### src/rtl/menu_scaler_fade.sv
// Full-screen palettised sprite stretcher with a frame-synchronous fade.
// The ROM address is registered 1 cycle after DrawX. Colour is registered 2+ROM_LATENCY cycles after DrawX.
module menu_scaler_fade #(
  parameter int SRC_W       = 256,
  parameter int SRC_H       = 192,
  parameter int SCR_W       = 640,
  parameter int SCR_H       = 480,
  parameter int IDX_BITS    = 4,
  parameter int ROM_LATENCY = 1,
  parameter int FADE_FRAMES = 2
) (
  input  logic                             vga_clk,
  input  logic                             reset_n,
  input  logic [9:0]                       DrawX,
  input  logic [9:0]                       DrawY,
  input  logic                             blank,
  input  logic                             fade_req,
  input  logic                             fade_dir,
  output logic [$clog2(SRC_W*SRC_H)-1:0]   rom_address,
  input  logic [IDX_BITS-1:0]              rom_q,
  output logic [IDX_BITS-1:0]              pal_index,
  input  logic [3:0]                       pal_red,
  input  logic [3:0]                       pal_green,
  input  logic [3:0]                       pal_blue,
  output logic [3:0]                       red,
  output logic [3:0]                       green,
  output logic [3:0]                       blue,
  output logic                             fade_busy,
  output logic                             fade_done
);
  localparam int AW  = $clog2(SRC_W*SRC_H);
  localparam int SXW = $clog2(SRC_W);
  localparam int SYW = $clog2(SRC_H);
  localparam int EXW = $clog2(SCR_W+SRC_W);
  localparam int EYW = $clog2(SCR_H+SRC_H);
  localparam int FCW = (FADE_FRAMES > 1) ? $clog2(FADE_FRAMES) : 1;
  localparam logic [9:0] SCR_W10 = 10'(SCR_W);
  localparam logic [9:0] SCR_H10 = 10'(SCR_H);

  typedef enum logic [1:0] {ST_ON, ST_OFF, ST_FADE_IN, ST_FADE_OUT} state_t;

  logic [SXW-1:0] sx, sx_n;
  logic [SYW-1:0] sy, sy_n;
  logic [EXW-1:0] ex, ex_n, ex_sum;
  logic [EYW-1:0] ey, ey_n, ey_sum;
  logic [ROM_LATENCY:0] blank_pipe;

  state_t         state, st_s, st_n;
  logic [4:0]     level, lvl_s;
  logic [FCW-1:0] fcnt;
  logic           tick, step, done_s;

  assign pal_index = rom_q;

  // Next-pixel source coordinates feed the address register directly, so the
  // address for DrawX is ready one cycle later.
  always_comb begin
    ex_sum = ex + EXW'(SRC_W);
    sx_n   = sx;
    ex_n   = ex;
    if (DrawX == '0) begin
      sx_n = '0;
      ex_n = '0;
    end else if (DrawX < SCR_W10) begin
      if (ex_sum >= EXW'(SCR_W)) begin
        ex_n = ex_sum - EXW'(SCR_W);
        if (sx != SXW'(SRC_W-1)) sx_n = sx + 1'b1;
      end else begin
        ex_n = ex_sum;
      end
    end
  end

  always_comb begin
    ey_sum = ey + EYW'(SRC_H);
    sy_n   = sy;
    ey_n   = ey;
    if (DrawX == '0) begin
      if (DrawY == '0) begin
        sy_n = '0;
        ey_n = '0;
      end else if (DrawY < SCR_H10) begin
        if (ey_sum >= EYW'(SCR_H)) begin
          ey_n = ey_sum - EYW'(SCR_H);
          if (sy != SYW'(SRC_H-1)) sy_n = sy + 1'b1;
        end else begin
          ey_n = ey_sum;
        end
      end
    end
  end

  function automatic logic [3:0] scale(input logic [3:0] c, input logic [4:0] lv);
    return 4'((9'(c) * 9'(lv)) >> 4);
  endfunction

  always_ff @(posedge vga_clk or negedge reset_n) begin
    if (!reset_n) begin
      sx          <= '0;
      sy          <= '0;
      ex          <= '0;
      ey          <= '0;
      rom_address <= '0;
      blank_pipe  <= '0;
      red         <= '0;
      green       <= '0;
      blue        <= '0;
    end else begin
      sx          <= sx_n;
      sy          <= sy_n;
      ex          <= ex_n;
      ey          <= ey_n;
      rom_address <= AW'(sy_n) * AW'(SRC_W) + AW'(sx_n);
      blank_pipe  <= {blank_pipe[ROM_LATENCY-1:0], blank};
      red         <= blank_pipe[ROM_LATENCY] ? scale(pal_red,   level) : 4'd0;
      green       <= blank_pipe[ROM_LATENCY] ? scale(pal_green, level) : 4'd0;
      blue        <= blank_pipe[ROM_LATENCY] ? scale(pal_blue,  level) : 4'd0;
    end
  end

  // A step resolves first; a coincident request then acts on the post-step state.
  always_comb begin
    tick   = (DrawX == '0) && (DrawY == '0);
    step   = tick && (state == ST_FADE_IN || state == ST_FADE_OUT) &&
             (fcnt == FCW'(FADE_FRAMES-1));
    st_s   = state;
    lvl_s  = level;
    done_s = 1'b0;
    if (step) begin
      if (state == ST_FADE_OUT) begin
        if (level <= 5'd1) begin
          lvl_s = 5'd0; st_s = ST_OFF; done_s = 1'b1;
        end else lvl_s = level - 5'd1;
      end else begin
        if (level >= 5'd15) begin
          lvl_s = 5'd16; st_s = ST_ON; done_s = 1'b1;
        end else lvl_s = level + 5'd1;
      end
    end
    st_n = st_s;
    if (fade_req) begin
      case (st_s)
        ST_ON, ST_FADE_IN:   if (!fade_dir) st_n = ST_FADE_OUT;
        ST_OFF, ST_FADE_OUT: if (fade_dir)  st_n = ST_FADE_IN;
      endcase
    end
  end

  always_ff @(posedge vga_clk or negedge reset_n) begin
    if (!reset_n) begin
      state     <= ST_ON;
      level     <= 5'd16;
      fcnt      <= '0;
      fade_busy <= 1'b0;
      fade_done <= 1'b0;
    end else begin
      state     <= st_n;
      level     <= lvl_s;
      fade_done <= done_s;
      fade_busy <= (st_n == ST_FADE_IN) || (st_n == ST_FADE_OUT);
      if (st_s == ST_ON || st_s == ST_OFF || step) fcnt <= '0;
      else if (tick)                                fcnt <= fcnt + 1'b1;
    end
  end
endmodule

### config.mk
export PLATFORM = sky130hd
export DESIGN_NAME = menu_scaler_fade
export DESIGN_NICKNAME = d
export VERILOG_FILES = /design/src/rtl/menu_scaler_fade.sv
export SDC_FILE = /design/constraint.sdc
export NUM_CORES = 1
export LEC_CHECK = 0
export CORE_MARGIN = 3
export CORE_UTILIZATION = 40
export DETAILED_ROUTE_END_ITERATION = 10
export DONT_BUFFER_PORTS = 1
export GPL_TIMING_DRIVEN = 0
export SLEW_MARGIN = 30
export SYNTH_ARGS = -nofsm -noshare
export SYNTH_HDL_FRONTEND = slang
export SYNTH_SLANG_ARGS = --single-unit
### constraint.sdc
create_clock -name vga_clk -period 3.94 [get_ports vga_clk]
set_input_delay 1.182 -clock vga_clk [delete_from_list [all_inputs] [get_ports vga_clk]]
set_output_delay 1.182 -clock vga_clk [all_outputs]
set_load 0.05 [all_outputs]
==> run summary <==
Setup repair after global routing left no endpoint under its margin. The tools report the level count of the clock H-tree as 2. Dividing the detail-routed wire length by the instance count gives 14.9 um. After synthesis, the largest family of logic cells by area is simple AND/OR/NAND/NOR gates.

The CTS clock-pin slew for the worst setup and hold paths works out to 100 ps. After legalization and detailed placement, the total HPWL measured 6240 um. Cells with a size suffix above 1 make up 5.73% of the layout.

The die boundary height was 105 um; the max-slew headroom at the worst pin was 51.8%. Counting flops with an async set or reset pin after synthesis yields a share of 100%. The non-filler instance count after layout is 565. The arrival time of data at the critical path endpoint is 3780 ps, and the total iterations of the first detailed-routing run is 4.

TritonCTS created 5 clock buffers. Input and output buffers added on the ports amount to 0. For the share of the yosys chip area belonging to registers, the log shows 30.9%.

The via count of the first global-routing pass was 3073. Summed over all nets, the switching power comes to 0.448 mW. The area of the die was 0.0110 mm2; the multiplexer fraction of the synthesized cell area was 0.771%. Dividing total power by cell area gives a power density of 306 mW/mm2.

The critical path class is reg -> reg. For the final cell area excluding filler cells, the log shows 0.00417 mm2. The top fanout value on the critical path is 10. The buffer type at the clock tree root is sky130_fd_sc_hd__clkbuf_8.

The TritonCTS sink count was 48; the area of the placeable core was 0.00937 mm2. After detailed routing, the total wire length is 8400 um. The tools report the count of synthesis-stage warnings from yosys as 0. After detailed routing, the number of remaining DRC violations is 0. Delay of the slowest critical-path stage: 510 ps. The kind of path behind the tightest hold check is reg -> reg. The logs give 0 for the post-cts repair resize count and 29.0% for the power share of the clock group. The logs give 0 ps for the setup TNS after final layout and 4140 ps for the required time reported for the critical path endpoint. After clock tree synthesis, the setup repair step added 0 buffers. The flow ran to the end, and the final reports show no timing, DRC or antenna violations. For this run, the top clock speed supported by timing is 0.280 GHz. For this configuration, the core starts out at a cell density of 41.6%. The boundary pin count was 75. The share of power burned in registers is 53.9%. The net count of the finished layout is 530. Max-cap violations in this run came to 0. A synthesized cell averages 9.10 um2.

The maximum clock path buffer count is 2. The number of distinct library cells after synthesis is 54. The run gives 0.845 as the global placer's final weighted congestion. Global routing used 15.6% of the available tracks. STA classifies the critical path startpoint as a flop. The tools report the violation count after the first detailed-route iteration as 82. The area growth from synthesis to layout is 6.90%. The tools report the clock skew as 10.7 ps.

Counting flops and latches in the post-synthesis netlist gives 48. The run gives 14400 um as the wire length of the first global-routing pass. Among cell families on the critical path, the largest total delay comes from adder cells. The shortest clock period the worst path allows after layout is 3570 ps, and the buffers plus inverters on the worst setup path is 3. The largest individual stage delay along the critical path comes from the cell sky130_fd_sc_hd__fa_1. For the hold buffer count at cts, the log shows 0. In this run switching power makes up 35.2% of total power. The logs give 0.826 mW for the internal power contribution and 523 for the net count of the mapped netlist. The run gives 0 as the total count of max-transition violations in the final report.

The ratio of final minimum period to clock period is 90.7%, and the clock latency at the later pin of the worst-skew pair is 310 ps. The post-route antenna net violation count is 0, and the placement row count is 35. Setup violations remaining at the end of the flow were counted as 0. At the placement stage, the worst setup path has a slack of 146 ps. After Yosys synthesis, XOR and XNOR cells account for 6.52% of the synthesized area. Sum of overflow across all layers after global routing: 0.

The maximum resistive drop on vdd is 0.117 mV. The x dimension of the die is 105 um. Entering global routing, the biggest net connects 49 pins. In the synthesized netlist the dominant register cell turns out to be sky130_fd_sc_hd__dfrtp_1. The number of antenna violations at the first check in global routing was 0; the area share of fa/ha/maj cells after synthesis was 20.2%.

The instance area after placement came out at 0.00406 mm2. The slack of the critical path was 366 ps. The transition time of the tightest slew-check pin came out at 720 ps. The post-synthesis instance area is 0.00390 mm2, and the synthesized-area fraction occupied by and/or/nand/nor cells is 24.2%. Antenna diode instance count: 0. The tools report the type of destination of the critical path as a flop.

The cell count after placement was 557; the final hold violation count was 0. The compound-cell area share of the yosys netlist was 12.3%; the static leakage was 2.02 nW. Using the TritonRoute via totals, the vias-per-cell ratio works out to 5.44.

The synthesized design contains 0 enable-type register cells. TritonCTS built the clock tree. For this block, the via count after detailed routing is 3076. Traced cell by cell, the critical path runs through clkbuf_1 -> clkbuf_1 -> nand2_1 -> fa_1 -> inv_1 -> fa_1 -> ha_1 -> and4_1 -> a31o_2 -> a21oi_1 -> xnor2_1 -> and2_1. The share of total power dissipated in combinational logic is 17.0%.

The cell count after synthesis came out at 428.
## area by class of cell
class	count	area (um2)
Buffer	19	96.3
Tap cell	129	161
Fill cell	975	5210
Sequential cell	48	1200
Multi-Input combinational cell	333	2490
Clock buffer	6	72.6
Inverter	28	105
Clock inverter	2	35.0
## power by group through the flow
stage               combinational (mW)  sequential [mW]  clock [mW]
floorplan                        0.187            0.684           0
global placement                 0.211            0.697           0
detailed placement               0.219            0.698           0
CTS                              0.220            0.689       0.386
global route                     0.255            0.694       0.400
finish                           0.217            0.687       0.370
## cells by family (layout without fill, tap and decap cells)
kind of cell,Yosys count,in the layout
flip-flops,48,48
adder cells (fa/ha/maj),54,54
AND/OR/NAND/NOR,176,176
buffers and inverters,47,55
AO/OA/AOI/OAI,71,71
multiplexers,3,3
XOR/XNOR,29,29
## synth_stat cells, drive strengths merged (2+ instances only)
library cell | count | share of area, %
a21o | 6 | 1.2
fa | 15 | 7.7
a21boi | 2 | 0.39
and3b | 3 | 0.67
nor2b | 3 | 0.48
nand4 | 10 | 1.6
and4 | 4 | 0.90
and2 | 41 | 6.6
a22oi | 2 | 0.39
ha | 39 | 13
o21ai | 13 | 1.7
o22ai | 2 | 0.32
a311oi | 2 | 0.61
inv | 28 | 2.7
dfrtp | 47 | 30
o31ai | 3 | 0.58
nand2 | 44 | 4.2
a41oi | 3 | 0.67
nor4 | 5 | 0.96
o211ai | 2 | 0.39
a31o | 4 | 0.90
a21oi | 22 | 2.8
nand3 | 27 | 3.5
clkbuf | 12 | 1.2
or4 | 3 | 0.77
buf | 7 | 1.3
mux2i | 3 | 0.77
nor3 | 6 | 0.77
xnor2 | 18 | 4.0
and3 | 7 | 1.1
xor2 | 11 | 2.5
nor2 | 19 | 1.8
## routing by layer
layer | wire, um | vias to the layer above | GRT usage (%) | share of wire [%]
met5 | 0 | - | 0 | 0
li1 | - | 1498 | - | -
met1 | 3770 | 1507 | 19.9 | 45
met2 | 4080 | 67 | 26.6 | 49
met4 | 64 | 0 | 3.94 | 0.76
met3 | 492 | 4 | 3.89 | 5.9
## cell usage in the layout (no fill, tap or decap), types with 2 or more instances in the layout
cell type,instances
sky130_fd_sc_hd__a22oi_1,2
sky130_fd_sc_hd__clkbuf_1,13
sky130_fd_sc_hd__xnor2_1,18
sky130_fd_sc_hd__and4_1,4
sky130_fd_sc_hd__a21o_1,6
sky130_fd_sc_hd__ha_1,39
sky130_fd_sc_hd__and2_1,41
sky130_fd_sc_hd__inv_1,28
sky130_fd_sc_hd__nand4_1,10
sky130_fd_sc_hd__nor2b_1,3
sky130_fd_sc_hd__a21boi_0,2
sky130_fd_sc_hd__or4_4,2
sky130_fd_sc_hd__o21ai_1,3
sky130_fd_sc_hd__o21ai_0,10
sky130_fd_sc_hd__o22ai_1,2
sky130_fd_sc_hd__o31ai_1,3
sky130_fd_sc_hd__nor3_1,6
sky130_fd_sc_hd__mux2i_1,3
sky130_fd_sc_hd__o211ai_1,2
sky130_fd_sc_hd__buf_2,2
sky130_fd_sc_hd__nor2_1,19
sky130_fd_sc_hd__and3_1,7
sky130_fd_sc_hd__nand2_1,44
sky130_fd_sc_hd__xor2_1,11
sky130_fd_sc_hd__dfrtp_1,47
sky130_fd_sc_hd__a21oi_1,22
sky130_fd_sc_hd__clkbuf_8,5
sky130_fd_sc_hd__nand3_1,27
sky130_fd_sc_hd__a41oi_1,3
sky130_fd_sc_hd__nor4_1,4
sky130_fd_sc_hd__and3b_1,3
sky130_fd_sc_hd__buf_4,4
sky130_fd_sc_hd__a31o_2,3
sky130_fd_sc_hd__fa_1,15
## metrics by stage
| stage | hold slack, ps | total power [mW] | utilization, % |
|---|---|---|---|
| 5_1_grt | 378 | 1.35 | 44.4 |
| 3_5_place_dp | 339 | 0.917 | 43.3 |
| 3_3_place_gp | 335 | 0.908 | 43.3 |
| 2_1_floorplan | 331 | 0.871 | - |
| 6_report | 362 | 1.27 | 44.4 |
| 4_1_cts | 365 | 1.29 | 44.4 |
## worst register-to-register path, stage by stage, from the launching register on
cell	delay, ps
sky130_fd_sc_hd__dfrtp_1	350
sky130_fd_sc_hd__clkbuf_1	340
sky130_fd_sc_hd__clkbuf_1	430
sky130_fd_sc_hd__nand2_1	130
sky130_fd_sc_hd__fa_1	510
sky130_fd_sc_hd__inv_1	60
sky130_fd_sc_hd__fa_1	470
sky130_fd_sc_hd__ha_1	290
sky130_fd_sc_hd__and4_1	210
sky130_fd_sc_hd__a31o_2	270
sky130_fd_sc_hd__a21oi_1	200
sky130_fd_sc_hd__xnor2_1	80
sky130_fd_sc_hd__and2_1	150
## flip-flops by register name, indices dropped and copies added (netlist names)
register,count
blank_pipe,2
blue,4
ex,3
ey,5
fade_busy,1
fade_done,1
fcnt,1
green,4
level,5
red,4
rom_address,2
state,2
sx,7
sy,7
## path summary, 6_finish.rpt
| kind | start | end | slack [ps] | cells after the start |
|---|---|---|---|---|
| worst min-delay path | blank_pipe[0]$_DFF_PN0_ | blank_pipe[1]$_DFF_PN0_ | 360 | 0 |
| worst max-delay path | level[2]$_DFFE_PN0N_ | blue[2]$_DFF_PN0_ | 370 | 12 |
| worst max register to register | level[2]$_DFFE_PN0N_ | blue[2]$_DFF_PN0_ | 370 | 12 |
| min in group asynchronous | reset_n | sy[4]$_DFFE_PN0P_ | 560 | 0 |
| max in group asynchronous | reset_n | level[4]$_DFFE_PN1N_ | 3190 | 0 |
| worst min register to register | blank_pipe[0]$_DFF_PN0_ | blank_pipe[1]$_DFF_PN0_ | 360 | 0 |
(Power assumes the default switching activity.)
